===== src/rtl/rob_retire_ctrl_pkg.sv =====
// Shared types and constants for the ROB retire controller: exception codes,
// FSM states and the per-slot retire record.
package rob_retire_ctrl_pkg;

  localparam int MACHINE_WIDTH = 4;
  localparam int XLEN          = 32;
  localparam int PRF_WIDTH     = 6;
  localparam int ARF_WIDTH     = 5;
  localparam int EXC_W         = 4;
  localparam int CNT_W         = $clog2(MACHINE_WIDTH + 1);

  localparam logic [PRF_WIDTH-1:0] ZERO_PRN = '0;
  localparam logic [ARF_WIDTH-1:0] ZERO_REG = '0;

  typedef enum logic [EXC_W-1:0] {
    NO_ERROR       = 4'd0,
    INSTR_MISALIGN = 4'd1,
    INSTR_FAULT    = 4'd2,
    ILLEGAL_INSTR  = 4'd3,
    BREAKPOINT     = 4'd4,
    LOAD_MISALIGN  = 4'd5,
    LOAD_FAULT     = 4'd6,
    STORE_MISALIGN = 4'd7,
    STORE_FAULT    = 4'd8,
    ECALL          = 4'd9
  } exception_code_e;

  typedef enum logic [1:0] {
    ST_RUN   = 2'd0,
    ST_FLUSH = 2'd1,
    ST_HALT  = 2'd2
  } retire_state_e;

  typedef struct packed {
    logic [XLEN-1:0]      pc;
    logic [PRF_WIDTH-1:0] dest_prn;
    logic [ARF_WIDTH-1:0] dest_arn;
    logic [XLEN-1:0]      data;
    logic                 is_branch;
    logic                 branch_misp;
    exception_code_e      exception;
  } retire_slot_t;

  function automatic logic is_fault(input logic [EXC_W-1:0] code);
    return code != NO_ERROR;
  endfunction

endpackage


===== src/rtl/rob_retire_ctrl_retire_select.sv =====
// Combinational in-order prefix scan over the oldest ROB slots: decides which
// slots retire this cycle and how many entries the ROB head advances.
module rob_retire_ctrl_retire_select
  import rob_retire_ctrl_pkg::*;
(
  input  logic                     enable,
  input  logic [MACHINE_WIDTH-1:0] ready,
  input  logic [MACHINE_WIDTH-1:0] is_store,
  input  logic [MACHINE_WIDTH-1:0] ends_group,
  output logic [MACHINE_WIDTH-1:0] retire_mask,
  output logic [CNT_W-1:0]         retire_cnt
);

  logic blocked;
  logic store_seen;

  always_comb begin
    // NOTE: every variable written here gets a default first, so no path can infer a latch.
    retire_mask = '0;
    retire_cnt  = '0;
    blocked     = !enable;
    store_seen  = 1'b0;
    for (int i = 0; i < MACHINE_WIDTH; i++) begin
      if (!blocked && ready[i] && !(is_store[i] && store_seen)) begin
        retire_mask[i] = 1'b1;
        retire_cnt     = retire_cnt + CNT_W'(1);
        store_seen     = store_seen | is_store[i];
        // A mispredict or fault retires itself but closes the group.
        blocked        = ends_group[i];
      end else begin
        blocked = 1'b1;
      end
    end
  end

endmodule


===== src/rtl/rob_retire_ctrl.sv =====
// Retire controller: selects the in-order retire group, drives the registered
// retire/free/STQ buses and runs the RUN/FLUSH/HALT state machine.
module rob_retire_ctrl
  import rob_retire_ctrl_pkg::*;
(
  input  logic                                     clk,
  input  logic                                     rst,
  input  logic [MACHINE_WIDTH-1:0]                 head_valid,
  input  logic [MACHINE_WIDTH-1:0]                 head_complete,
  input  logic [MACHINE_WIDTH-1:0][XLEN-1:0]       head_pc,
  input  logic [MACHINE_WIDTH-1:0][PRF_WIDTH-1:0]  head_dest_prn,
  input  logic [MACHINE_WIDTH-1:0][PRF_WIDTH-1:0]  head_old_prn,
  input  logic [MACHINE_WIDTH-1:0][ARF_WIDTH-1:0]  head_dest_arn,
  input  logic [MACHINE_WIDTH-1:0][XLEN-1:0]       head_data,
  input  logic [MACHINE_WIDTH-1:0]                 head_is_branch,
  input  logic [MACHINE_WIDTH-1:0]                 head_branch_misp,
  input  logic [MACHINE_WIDTH-1:0]                 head_is_store,
  input  logic [MACHINE_WIDTH-1:0][EXC_W-1:0]      head_exception,
  output logic [CNT_W-1:0]                         rob_retire_cnt,
  output logic [MACHINE_WIDTH-1:0]                 free_valid,
  output logic [MACHINE_WIDTH-1:0][PRF_WIDTH-1:0]  free_prn,
  output logic                                     stq_retire,
  output logic [MACHINE_WIDTH-1:0]                 retire_valid,
  output logic [MACHINE_WIDTH-1:0][XLEN-1:0]       retire_pc,
  output logic [MACHINE_WIDTH-1:0][PRF_WIDTH-1:0]  retire_dest_prn,
  output logic [MACHINE_WIDTH-1:0][ARF_WIDTH-1:0]  retire_dest_arn,
  output logic [MACHINE_WIDTH-1:0][XLEN-1:0]       retire_data,
  output logic [MACHINE_WIDTH-1:0]                 retire_is_branch,
  output logic [MACHINE_WIDTH-1:0]                 retire_branch_misp,
  output logic [MACHINE_WIDTH-1:0][EXC_W-1:0]      retire_exception,
  output logic                                     flush,
  output logic                                     halt
);

  retire_state_e state_q, state_d;
  retire_slot_t [MACHINE_WIDTH-1:0] slots_q, slots_d;
  logic [MACHINE_WIDTH-1:0] retire_valid_q, retire_valid_d;
  logic [MACHINE_WIDTH-1:0] free_valid_q, free_valid_d;
  logic [MACHINE_WIDTH-1:0][PRF_WIDTH-1:0] free_prn_q, free_prn_d;
  logic stq_retire_q, stq_retire_d;
  logic flush_q, flush_d;
  logic halt_q, halt_d;

  logic [MACHINE_WIDTH-1:0] ready, ends_group, retire_mask;
  logic [CNT_W-1:0]         sel_cnt;
  logic                     exc_hit, misp_hit;

  always_comb begin
    for (int i = 0; i < MACHINE_WIDTH; i++) begin
      ready[i]      = head_valid[i] & head_complete[i];
      ends_group[i] = head_branch_misp[i] | is_fault(head_exception[i]);
    end
  end

  rob_retire_ctrl_retire_select u_select (
    .enable      (state_q == ST_RUN),
    .ready       (ready),
    .is_store    (head_is_store),
    .ends_group  (ends_group),
    .retire_mask (retire_mask),
    .retire_cnt  (sel_cnt)
  );

  assign rob_retire_cnt = sel_cnt;

  always_comb begin
    state_d        = state_q;
    slots_d        = slots_q;
    retire_valid_d = '0;
    free_valid_d   = '0;
    free_prn_d     = free_prn_q;
    stq_retire_d   = 1'b0;
    flush_d        = 1'b0;
    halt_d         = halt_q;
    exc_hit        = 1'b0;
    misp_hit       = 1'b0;
    for (int i = 0; i < MACHINE_WIDTH; i++) begin
      if (retire_mask[i]) begin
        retire_valid_d[i] = 1'b1;
        slots_d[i] = '{pc: head_pc[i], dest_prn: head_dest_prn[i], dest_arn: head_dest_arn[i],
                       data: head_data[i], is_branch: head_is_branch[i],
                       branch_misp: head_branch_misp[i],
                       exception: exception_code_e'(head_exception[i])};
        free_prn_d[i] = head_old_prn[i];
        if (is_fault(head_exception[i])) begin
          exc_hit = 1'b1;
        end else begin
          misp_hit        = misp_hit | head_branch_misp[i];
          free_valid_d[i] = head_dest_prn[i] != ZERO_PRN;
          stq_retire_d    = stq_retire_d | head_is_store[i];
        end
      end
    end
    unique case (state_q)
      ST_RUN: begin
        if (exc_hit) begin
          state_d = ST_HALT;
          flush_d = 1'b1;
          halt_d  = 1'b1;
        end else if (misp_hit) begin
          state_d = ST_FLUSH;
          flush_d = 1'b1;
        end
      end
      ST_FLUSH: state_d = ST_RUN;
      ST_HALT:  state_d = ST_HALT;
      default:  state_d = ST_RUN;
    endcase
  end

  always_ff @(posedge clk) begin
    // NOTE: sequential state uses <= so every flop samples pre-edge values;
    // data fields are reset too, so retire_exception reads NO_ERROR out of reset.
    if (rst) begin
      state_q        <= ST_RUN;
      slots_q        <= '0;
      retire_valid_q <= '0;
      free_valid_q   <= '0;
      free_prn_q     <= '0;
      stq_retire_q   <= 1'b0;
      flush_q        <= 1'b0;
      halt_q         <= 1'b0;
    end else begin
      state_q        <= state_d;
      slots_q        <= slots_d;
      retire_valid_q <= retire_valid_d;
      free_valid_q   <= free_valid_d;
      free_prn_q     <= free_prn_d;
      stq_retire_q   <= stq_retire_d;
      flush_q        <= flush_d;
      halt_q         <= halt_d;
    end
  end

  assign retire_valid = retire_valid_q;
  assign free_valid   = free_valid_q;
  assign free_prn     = free_prn_q;
  assign stq_retire   = stq_retire_q;
  assign flush        = flush_q;
  assign halt         = halt_q;

  for (genvar g = 0; g < MACHINE_WIDTH; g++) begin : g_slot_out
    assign retire_pc[g]          = slots_q[g].pc;
    assign retire_dest_prn[g]    = slots_q[g].dest_prn;
    assign retire_dest_arn[g]    = slots_q[g].dest_arn;
    assign retire_data[g]        = slots_q[g].data;
    assign retire_is_branch[g]   = slots_q[g].is_branch;
    assign retire_branch_misp[g] = slots_q[g].branch_misp;
    assign retire_exception[g]   = slots_q[g].exception;
  end

endmodule


===== config.mk =====
export PLATFORM = sky130hd
export DESIGN_NAME = rob_retire_ctrl
export DESIGN_NICKNAME = d
export VERILOG_FILES = /design/src/rtl/rob_retire_ctrl_pkg.sv /design/src/rtl/rob_retire_ctrl_retire_select.sv /design/src/rtl/rob_retire_ctrl.sv
export SDC_FILE = /design/constraint.sdc
export NUM_CORES = 1
export LEC_CHECK = 0
export CORE_AREA = 4 4 280 282
export DETAILED_ROUTE_END_ITERATION = 10
export DIE_AREA = 0 0 284 286
export SYNTH_ARGS = -nofsm -noshare
export SYNTH_HDL_FRONTEND = slang
export SYNTH_SLANG_ARGS = --single-unit

===== constraint.sdc =====
create_clock -name clk -period 4.3 [get_ports clk]
set_clock_uncertainty 0.15 [all_clocks]
set_input_delay 0.86 -clock clk [delete_from_list [all_inputs] [get_ports clk]]
set_output_delay 0.86 -clock clk [all_outputs]
set_load 0.1 [all_outputs]

==> metrics.txt <==
clock sink count=361; GRT Util Overall=13.43%; final setup fails=2; Worst IR Drop VDD=0.0002517 V; RSZ-0062 raised after global routing=yes; Leakage=7.564 nW; maximum number of pins on one net before global-route repair=between 100 and 150; CP max-delay cell=or4_4; CTS tree=built; Cell Chain, Critical Path=buf_6 -> or4_4 -> or4_4 -> a311oi_4 -> buf_4 -> a21oi_2 -> ha_2 -> mux2_4 -> buf_12; HP Class=register to register; grt ovf=0; leading area contributor after synthesis=dfxtp_1; final WL=roughly 58 mm; Synth Flop Type=dfxtp_1; IO buf count=approximately 720; Fillers=roughly 8100; critical path peak fanout=4; Post-Syn Area=12580 um2; initial antenna violation count=2; Worst Path Buf+Inv=3; Worst Setup End Kind=output port; crit-path max cell delay=0.58 ns; DR pass1 iterations=4; Finished Cell Area=22600 um2; pwr dens=around 350 nW/um2; PnR worst setup slack=-0.09583 ns; max-slew violations=0; WHS=0.2974 ns; status=finished with violations; most frequent cells in the layout=clkdlybuf4s50_1, nand2_1, dfxtp_1, a21oi_1, buf_4; chip height=286 um; Antenna diodes=0; pre-CTS setup slack=-0.5056 ns; Die W=284 um; total CTS buffers=43; worst setup path class=input pin to output port; Worst Path Arrival=3.39 ns; GP Congestion=approximately 0.81; clock root cell=clkbuf_16; flops & latches, synth=361; Initial Util=about 17%; Mapped Nets=1971; Skew-Pair Late Insertion Delay=0.55 ns; layout cells sized above 1=6.525%; drt drc=0; commonest non-fill, non-tap cell in the layout=clkdlybuf4s50_1; Pwr Total=roughly 8.0 mW; via/cell ratio=4.020; CTS clk-pin slew, worst paths=0.06 ns; vias in the first global route=13208; hpwl dp=~43 mm; final hold vios=0; FFs w/ async S/R, synth=0%; Synth area leaders=dfxtp_1, nand2_1, a21oi_1; Top delay family on crit path=simple AND/OR/NAND/NOR gates; YS warnings=0; Worst EP required=3.29 ns; Startpoint Class=input pin; Die ar.=81220 um2; top cell type's share of synthesized area=57.44%; # IOs=724; failing checks=setup timing; Tcrit/Tclk final=102.2%; Worst slew margin=23.01%; Max Cap Viol=0; Core Box Area=75700 um2; Register Area=7227 um2; Seq/Total Area, Yosys=57.44%; Area after DPL=21180 um2; antenna-violating nets left=0; drt wl/cell=between 15 and 20 um; buffer depth of the longest clock path=3; fin crit period=4.396 ns; worst-margin pin slew=1.151 ns; initial drt markers=523; area added between synthesis and finish=79.63%; maximum operating frequency=227.5 MHz; Multi-input gate area=5025 um2; post-synth cell types=42; number of H-tree levels=2; Post-synth EDFFs=0; routed vias=13357; CP most frequent cell=or4_4; Syn Inst Count=1606; mean post-synth cell area=7.834 um2; first-pass GRT wire length=84.13 mm; fin nets=2682; row count=101
[kinds of logic (layout without fill, tap and decap cells)]
| family | after synthesis | count (layout) | synth area share, % |
|---|---|---|---|
| and+or+nand+nor | 749 | 749 | 23.09 |
| AOI/OAI and AO/OA | 370 | 370 | 15.13 |
| DFF | 361 | 361 | 57.44 |
| buffers and inverters | 119 | 858 | 3.739 |
| adders and majority gates | 3 | 3 | 0.2984 |
| xor gates and xnor gates | 3 | 3 | 0.2089 |
| muxes | 1 | 1 | 0.08950 |
[worst min-delay path: stages (launching register included)]
cell,delay [ns]
dfxtp_1,0.31
nand2_1,0.05
a21oi_1,0.05
[flip-flops by register name (all words and copies together) (netlist names), 2 cells and up]
name / flops
retire_pc: 128
retire_dest_arn: 20
retire_exception: 16
retire_data: 128
retire_dest_prn: 24
free_prn: 24
retire_valid: 4
state_q: 2
retire_branch_misp: 4
retire_is_branch: 4
free_valid: 4
[what timing repair did]
item	in CTS	in global routing
hold buffers	0	0
pin swaps	6	10
resized for setup	18	9
cloned	0	0
setup buffers	6	2
endpoints found under the setup margin	3	3
[cells in the mapped netlist, types with 2 or more instances]
master    count
nor4_1        5
nand2_1     707
nand3_1       4
xnor2_1       2
or3_1         2
buf_1         3
ha_1          3
clkbuf_1     99
o311a_1       3
inv_2         2
dfxtp_1     361
a31oi_1       4
a21oi_1     353
nor2_1       10
buf_2        13
nor3_1        4
or4_1         6
[area by class of cell]
type                            count  area share, %
Timing Repair Buffer              782          34.30
Sequential cell                   361          31.98
Multi-Input combinational cell   1126          22.23
Clock buffer                       64          5.697
Tap cell                          978          5.415
Clock inverter                      9         0.3211
Inverter                            3        0.05536
[power by group]
group          internal [mW]  leakage (nW)  total (mW)  switching (mW)
clock                   2.11         0.673        3.58            1.47
sequential              3.39          2.92        3.41          0.0207
combinational          0.409          3.98       0.960           0.550
total                   5.91          7.56        7.95            2.04
[metal layers]
| layer | routed length, um | GRT usage, % | vias to the layer above |
|---|---|---|---|
| li1 | - | - | 6620 |
| met2 | 28070 | 23.28 | 522 |
| met5 | 0 | 0 | - |
| met3 | 5112 | 4.789 | 88 |
| met4 | 1861 | 4.778 | 0 |
| met1 | 23170 | 15.29 | 6127 |
[through the flow]
step	TNS (ns)	cells	utilization [%]
floorplan	-0.2007	1606	-
global placement	-16.40	3243	27.97
finish	-0.1308	3323	29.85
global route	-0.2613	3323	29.85
CTS	-0.3953	3322	29.82
detailed placement	-20.00	3243	27.97
[worst paths after layout]
path                              start                          to  slack, ns  cells after the start
max                   head_exception[0]           rob_retire_cnt[1]       -0.1                      9
min          retire_pc[74]$_SDFFE_PP0N_  retire_pc[74]$_SDFFE_PP0N_       0.30                      2
max reg2reg     state_q[1]$_SDFFE_PP0P_   free_prn[16]$_SDFFE_PP0N_       0.68                     11
min reg2reg  retire_pc[74]$_SDFFE_PP0N_  retire_pc[74]$_SDFFE_PP0N_       0.30                      2
(Power assumes the default switching activity.)
